[src/rtl/mem_latency_responder.sv]
// In-order memory responder: up to QUEUE_DEPTH outstanding reads, each returned after SRAM/DRAM base latency.
// Optional LFSR latency jitter is compiled in with `define MEM_RESP_LFSR_JITTER_EN.
module mem_latency_responder #(
    parameter int          SIZE_WIDTH        = 16,
    parameter int          QUEUE_DEPTH       = 4,
    parameter int          LAT_SRAM          = 5,
    parameter int          LAT_DRAM          = 12,
    parameter int          EXTRA_LATENCY_MAX = 8,
    parameter logic [15:0] LFSR_SEED         = 16'hACE1
) (
    input  logic                  clk_i,
    input  logic                  reset_i,
    input  logic                  req_valid_i,
    output logic                  req_ready_o,
    input  logic                  req_is_dram_i,
    input  logic [SIZE_WIDTH-1:0] req_size_bytes_i,
    output logic                  resp_valid_o,
    input  logic                  resp_ready_i,
    output logic [SIZE_WIDTH-1:0] resp_size_bytes_o,
    output logic [31:0]           total_reqs_o,
    output logic [31:0]           total_resp_o,
    output logic [31:0]           stall_cycles_o,
    output logic                  busy_o
);
    localparam int AW = (QUEUE_DEPTH > 1) ? $clog2(QUEUE_DEPTH) : 1;
    localparam logic [AW:0] DEPTH_L = QUEUE_DEPTH[AW:0];

    // Extra pointer bit distinguishes full from empty.
    logic [AW:0]           wr_ptr_q, wr_ptr_d, rd_ptr_q, rd_ptr_d, occ;
    logic [SIZE_WIDTH-1:0] size_q [QUEUE_DEPTH];
    logic [8:0]            rem_q  [QUEUE_DEPTH];
    logic [31:0]           total_reqs_q, total_reqs_d, total_resp_q, total_resp_d;
    logic [31:0]           stall_q, stall_d;
    logic [AW-1:0]         wr_idx, rd_idx;
    logic                  push, pop;
    logic [8:0]            base, extra, lat;

    assign occ    = wr_ptr_q - rd_ptr_q;
    assign wr_idx = wr_ptr_q[AW-1:0];
    assign rd_idx = rd_ptr_q[AW-1:0];

    assign req_ready_o       = (occ != DEPTH_L);
    assign busy_o            = (occ != '0);
    assign resp_valid_o      = busy_o && (rem_q[rd_idx] == '0);
    assign resp_size_bytes_o = resp_valid_o ? size_q[rd_idx] : '0;
    assign total_reqs_o      = total_reqs_q;
    assign total_resp_o      = total_resp_q;
    assign stall_cycles_o    = stall_q;

    assign push = req_valid_i && req_ready_o;
    assign pop  = resp_valid_o && resp_ready_i;
    assign base = req_is_dram_i ? 9'(LAT_DRAM) : 9'(LAT_SRAM);
    assign lat  = base + extra;

`ifdef MEM_RESP_LFSR_JITTER_EN
    // Galois LFSR, x^16+x^14+x^13+x^11+1; jitter uses the value before this accept's step.
    logic [15:0] lfsr_q, lfsr_d;
    assign lfsr_d = {1'b0, lfsr_q[15:1]} ^ (lfsr_q[0] ? 16'hB400 : 16'h0000);
    assign extra  = 9'(lfsr_q % 16'(EXTRA_LATENCY_MAX + 1));

    always_ff @(posedge clk_i) begin
        if (reset_i)   lfsr_q <= LFSR_SEED;
        else if (push) lfsr_q <= lfsr_d;
    end
`else
    logic unused_jitter_cfg;
    assign unused_jitter_cfg = ^{16'(EXTRA_LATENCY_MAX), LFSR_SEED};
    assign extra = '0;
`endif

    always_comb begin
        wr_ptr_d     = wr_ptr_q;
        rd_ptr_d     = rd_ptr_q;
        total_reqs_d = total_reqs_q;
        total_resp_d = total_resp_q;
        stall_d      = stall_q;
        if (push) begin
            wr_ptr_d     = wr_ptr_q + 1'b1;
            total_reqs_d = total_reqs_q + 32'd1;
        end
        if (pop) begin
            rd_ptr_d     = rd_ptr_q + 1'b1;
            total_resp_d = total_resp_q + 32'd1;
        end
        if (resp_valid_o && !resp_ready_i) stall_d = stall_q + 32'd1;
    end

    always_ff @(posedge clk_i) begin
        if (reset_i) begin
            wr_ptr_q     <= '0;
            rd_ptr_q     <= '0;
            total_reqs_q <= '0;
            total_resp_q <= '0;
            stall_q      <= '0;
        end else begin
            wr_ptr_q     <= wr_ptr_d;
            rd_ptr_q     <= rd_ptr_d;
            total_reqs_q <= total_reqs_d;
            total_resp_q <= total_resp_d;
            stall_q      <= stall_d;
        end
    end

    // All entries count down in parallel so queued latencies overlap; 0 saturates.
    always_ff @(posedge clk_i) begin
        for (int i = 0; i < QUEUE_DEPTH; i++) begin
            if (reset_i) begin
                rem_q[i]  <= '0;
                size_q[i] <= '0;
            end else if (push && (wr_idx == AW'(i))) begin
                rem_q[i]  <= lat;
                size_q[i] <= req_size_bytes_i;
            end else if (rem_q[i] != '0) begin
                rem_q[i]  <= rem_q[i] - 9'd1;
            end
        end
    end
endmodule

[config.mk]
export PLATFORM = sky130hd
export DESIGN_NAME = mem_latency_responder
export DESIGN_NICKNAME = d
export VERILOG_FILES = /design/src/rtl/mem_latency_responder.sv
export SDC_FILE = /design/constraint.sdc
export NUM_CORES = 1
export LEC_CHECK = 0
export ABC_AREA = 1
export CAP_MARGIN = 20
export CORE_ASPECT_RATIO = 0.7
export CORE_MARGIN = 2
export CORE_UTILIZATION = 58
export CTS_BUF_LIST = sky130_fd_sc_hd__clkbuf_8
export DETAILED_ROUTE_END_ITERATION = 16
export PLACE_DENSITY = 0.84
export SLEW_MARGIN = 40
export SYNTH_ARGS = -nofsm -noshare
export SYNTH_HDL_FRONTEND = slang
export SYNTH_SLANG_ARGS = --single-unit
[constraint.sdc]
create_clock -name clk_i -period 3.3 [get_ports clk_i]
set_input_delay 0.66 -clock clk_i [delete_from_list [all_inputs] [get_ports clk_i]]
set_output_delay 0.66 -clock clk_i [all_outputs]
set_load 0.01 [all_outputs]
-- Yosys cells after proc, flatten, opt, wreduce, memory -nomap -nowiden
Memory sizes are Yosys's and may differ from the RTL's. A register that Yosys moved wholly into a read port is not among the register bits.
Cells that the tools add are included.
- memories kept: 2
- output and inout port bits: 115
- register bits after elaboration: 102
- RAM bits: 100
- eq/ne operators: 4
- $add $sub $neg: 10
- mux-type cells: 48
- bitwise logic cells: 12
- reduce and logical (&&, ||, !) cells: 16
- memory list (name ; depth ; width ; rd ports ; clocked after Yosys merged registers in ; wr ports ; line ; source):
    size_q ; 4 ; 16 ; 1 ; 1 ; 4 ; 30 ; logic [SIZE_WIDTH-1:0] size_q [QUEUE_DEPTH];
    rem_q ; 4 ; 9 ; 5 ; 1 ; 4 ; 31 ; logic [8:0] rem_q [QUEUE_DEPTH];
- operators with widths (cell ; number):
    $add A32 B1 Y32 const B ; 3
    $mux W16 ; 5
    $mux W9 ; 8
    $reduce_bool A9 Y1 ; 4
    $sub A9 B1 Y9 const B ; 4
    $mux W1 ; 30
    $or A1 B1 Y1 ; 12
    $logic_not A9 Y1 ; 1
    $logic_and A1 B1 Y1 ; 8
    $mux W2 ; 4
    $add A3 B1 Y3 const B ; 2
    $eq A2 B2 Y1 const B ; 2
    $mux W4 ; 1
    $ne A3 B3 Y1 const B ; 1
    $reduce_bool A3 Y1 ; 1
    $sub A3 B3 Y3 ; 1
    $eq A2 B1 Y1 const B ; 1
    $logic_not A2 Y1 ; 1
    $logic_not A1 Y1 ; 1

-- Depth between registers and ports, before layout
- depth after elaboration: 9
- mapped depth: 16
- gate-level depth less buffers: 16

-- Worst setup path after synthesis
Ideal clock, no wire load.
- path type: register to output
- start point: reg wr_ptr_q[0]
- end point: out resp_size_bytes_o[10]
- setup slack: 0.875 ns
- stages on the path, launching flop included: 12
- arrival: 1.765 ns
- cell sequence: dfxtp_1 inv_1 ha_1 inv_1 nand2_1 nand2_1 nand3_1 nand3_2 nand3_4 buf_4 buf_2 a21oi_1
- longest elaborated chain between the ends: 4
- ends and longest elaborated chain (item ; line ; source):
    from (decl) ; 29 ; logic [AW:0] wr_ptr_q, wr_ptr_d, rd_ptr_q, rd_ptr_d, occ;
    from (signal assigned) ; 96 ; wr_ptr_q <= wr_ptr_d;
    $sub A3 B3 Y3 ; 38 ; assign occ = wr_ptr_q - rd_ptr_q;
    $reduce_bool A3 Y1 ; 43 ; assign busy_o = (occ != '0);
    via busy_o ; 23 ; output logic busy_o
    $logic_and A1 B1 Y1 ; 44 ; assign resp_valid_o = busy_o && (rem_q[rd_idx] == '0);
    $mux W16 ; 45 ; assign resp_size_bytes_o = resp_valid_o ? size_q[rd_idx] : '0;
    to (decl) ; 19 ; output logic [SIZE_WIDTH-1:0] resp_size_bytes_o,
The timed path passes the listed nets, and every way through them passes these cells.

==> impl_metrics.json <==
{
  "dp_cells": 1938,
  "synthAdderAreaFrac_pct": 2.00,
  "yosysUniqueCellTypes": 37,
  "switching_share_pct": 34.5,
  "power.switching_w": 0.00257,
  "synth_top_cell_area_share_pct": 26.6,
  "status": "finished, final reports clean",
  "die_area_sq_mm": 0.0206,
  "final_cell_mix": "nand2_1, nor2_1, inv_1, clkdlybuf4s50_1, dfxtp_1",
  "io_buffers": 135,
  "fmax_ghz": 0.315,
  "start_util_pct": 59.4,
  "chipWidth_um": 171,
  "power.density_mw_per_mm2": 546,
  "start_kind": "flop",
  "cp_max_fo": 9,
  "arrival_ns": 2.52,
  "cap_violations": 0,
  "antennaDiodeCount": 0,
  "hold_buffers": 0,
  "clkSinkCount": 204,
  "final.setup.tns_ns": 0,
  "ys.flop_type": "dfxtp_1",
  "worst_slew_pin_slew_ns": 0.712,
  "placementRows": 42,
  "ios": 136,
  "slew_violations": 0,
  "first_global_vias": 9876,
  "drc": 0,
  "finalClockSkew_ns": 0.0208,
  "slowest_delay_ns": 0.54,
  "cts_max_path_buffers": 3,
  "min_path_type": "reg2reg",
  "cp_slowest_cell": "clkdlybuf4s50_1",
  "antenna_found_initial": 0,
  "period_share_pct": 96.3,
  "synth_xor_area_share_pct": 4.43,
  "postSynthAreaPerCell_sq_um": 7.21,
  "synth_top_area_cell": "edfxtp_1",
  "hpwl_um": 20700,
  "ys_ff_latch": 204,
  "p_int_w": 0.00489,
  "rsz0062_at_grt": "false",
  "wl_per_cell_um": 15.1,
  "h-tree-depth": 1,
  "cts_tree": "built",
  "cp_cell_sequence": "nor2_4, nand3_1, inv_2, nand3_2, nand2_8, nand3_4, a21oi_1, clkdlybuf4s50_1",
  "final_common_cell": "nand2_1",
  "synthArstFlopShare_pct": 0,
  "path_buf_inv": 2,
  "fp.dieH_um": 121,
  "hold_violations": 0,
  "combPwrFrac_pct": 28.9,
  "endpoint_kind": "output port",
  "ir_drop_uv": 352,
  "setup_violations": 0,
  "drive_gt1_share_pct": 6.21,
  "synth_area_leaders": "edfxtp_1, dfxtp_1, nand2_1",
  "path_delay_family": "simple AND/OR/NAND/NOR gates",
  "insertion_delay_ns": 0.57,
  "grt_start_max_net_pins": 78,
  "ant_nets": 0,
  "pwr-share-seq_pct": 43.0,
  "slew_headroom_pct": 52.4,
  "synth_edf_count": 100,
  "coreArea_sq_mm": 0.0190,
  "wirelength_um": 30300,
  "final_net_count": 1755,
  "area_delta_synth_final_pct": 21.3,
  "grt_pass1_wl_um": 48600,
  "cts_root_buf": "clkbuf_8",
  "final_cells": 2003,
  "clk_pin_slew_ns": 0.07,
  "ys_warn_count": 0,
  "synth_compound_area_share_pct": 7.08,
  "pwr-share-clk_pct": 28.1,
  "yosysSeqAreaShare_pct": 45.1,
  "setup.worst_path.class": "reg2out",
  "p_total_w": 0.00746,
  "crit_required_ns": 2.64,
  "firstDrtPassIters": 6,
  "grt.total_usage_pct": 29.2,
  "synth_nets": 1603,
  "grt_overflow": 0,
  "synth_area_sq_mm": 0.0113,
  "fin_crit_ns": 3.18,
  "synthMuxAreaShare_pct": 0,
  "synthCells": 1564,
  "gp_routability_congestion": 0.956,
  "synth_top_family_by_area": "simple AND/OR/NAND/NOR gates",
  "p_leak_nw": 5.48,
  "avgViaCountPerCell": 5.41,
  "synthSimpleGateAreaFrac_pct": 34.5,
  "vias": 10800,
  "drt_iter0_drc": 1329,
  "cts_buffers": 31
}
power by group through the flow:
stage / Sequential, W / Combinational (W) / Clock, W
3_3_place_gp: 0.00323 / 0.00191 / 0
2_1_floorplan: 0.00321 / 0.00141 / 0
6_report: 0.00321 / 0.00216 / 0.00209
3_5_place_dp: 0.00324 / 0.00198 / 0
4_1_cts: 0.00319 / 0.00209 / 0.00210
5_1_grt: 0.00323 / 0.00238 / 0.00224
flip-flops by register name (all words and copies together), names as in the netlist, named ones only:
signal / cells
stall_cycles_o: 32
size_q: 64
wr_ptr_q: 3
total_resp_o: 32
total_reqs_o: 32
rd_ptr_q: 3
rem_q: 36
worst min-delay path, delay by kind of cell (launching register included):
family	cells	cell delay [ns]
AO/OA/AOI/OAI	1	0.05
flip-flops	1	0.33
AND/OR/NAND/NOR	1	0.07
repair_timing:
item,in CTS,in global routing
gates resized for setup,9,21
buffers inserted,4,3
cloned,2,0
endpoints found under the setup margin,17,16
pin swaps,2,3
cell families (layout without fill, tap and decap cells):
group                    after synthesis  count (layout)
AO/OA/AOI/OAI                        157             157
adder cells (fa/ha/maj)               18              18
flip-flops                           204             204
buffers and inverters                192             365
XOR/XNOR                              57              57
AND/OR/NAND/NOR                      936             938
final cells by class:
| class | instances | area [sq um] |
|---|---|---|
| flip-flops and latches | 204 | 5090 |
| clock buffers | 35 | 482 |
| well taps | 264 | 330 |
| clock inverters | 21 | 134 |
| fillers | 1445 | 5300 |
| repair buffers | 162 | 1580 |
| multi-input cells | 1170 | 5510 |
| inverters | 147 | 554 |
Yosys cell counts, types with 12 or more instances:
cell / count
nand3_1: 70
clkbuf_1: 20
inv_1: 138
dfxtp_1: 104
xnor2_1: 19
nand4_1: 27
xor2_1: 38
nor2_1: 336
edfxtp_1: 100
a21oi_1: 96
o21ai_0: 54
buf_2: 14
nor3_1: 37
nand3b_1: 12
ha_1: 18
nand2_1: 421
worst paths after layout:
kind	start	end	slack, ns	cells after the start
worst max-delay path	rem_q[2][2]	resp_size_bytes_o[4]	0.12	8
worst min-delay path	total_reqs_o[31]	total_reqs_o[31]	0.50	2
worst max register to register	rem_q[2][2]	total_resp_o[0]	0.61	12
worst min register to register	total_reqs_o[31]	total_reqs_o[31]	0.50	2
per-layer routing:
metal	GRT usage, %	vias up	wire length [um]
li1	-	5328	-
met1	44.1	4948	13800
met2	43.5	514	12900
met3	5.43	44	3120
met4	6.46	0	464
met5	0	-	0
through the flow:
stage / setup WS [ns] / utilization [%] / instance area (sq um) / hold WS (ns)
6_report: 0.122 / 72.1 / 13700 / 0.502
5_1_grt: 0.00142 / 72.1 / 13700 / 0.532
4_1_cts: -0.0285 / 71.6 / 13600 / 0.500
3_5_place_dp: 0.394 / 67.9 / 12900 / 0.490
3_3_place_gp: 0.604 / 67.9 / 12900 / 0.481
2_1_floorplan: 0.875 / - / 11300 / 0.461
(Power assumes the default switching activity.)
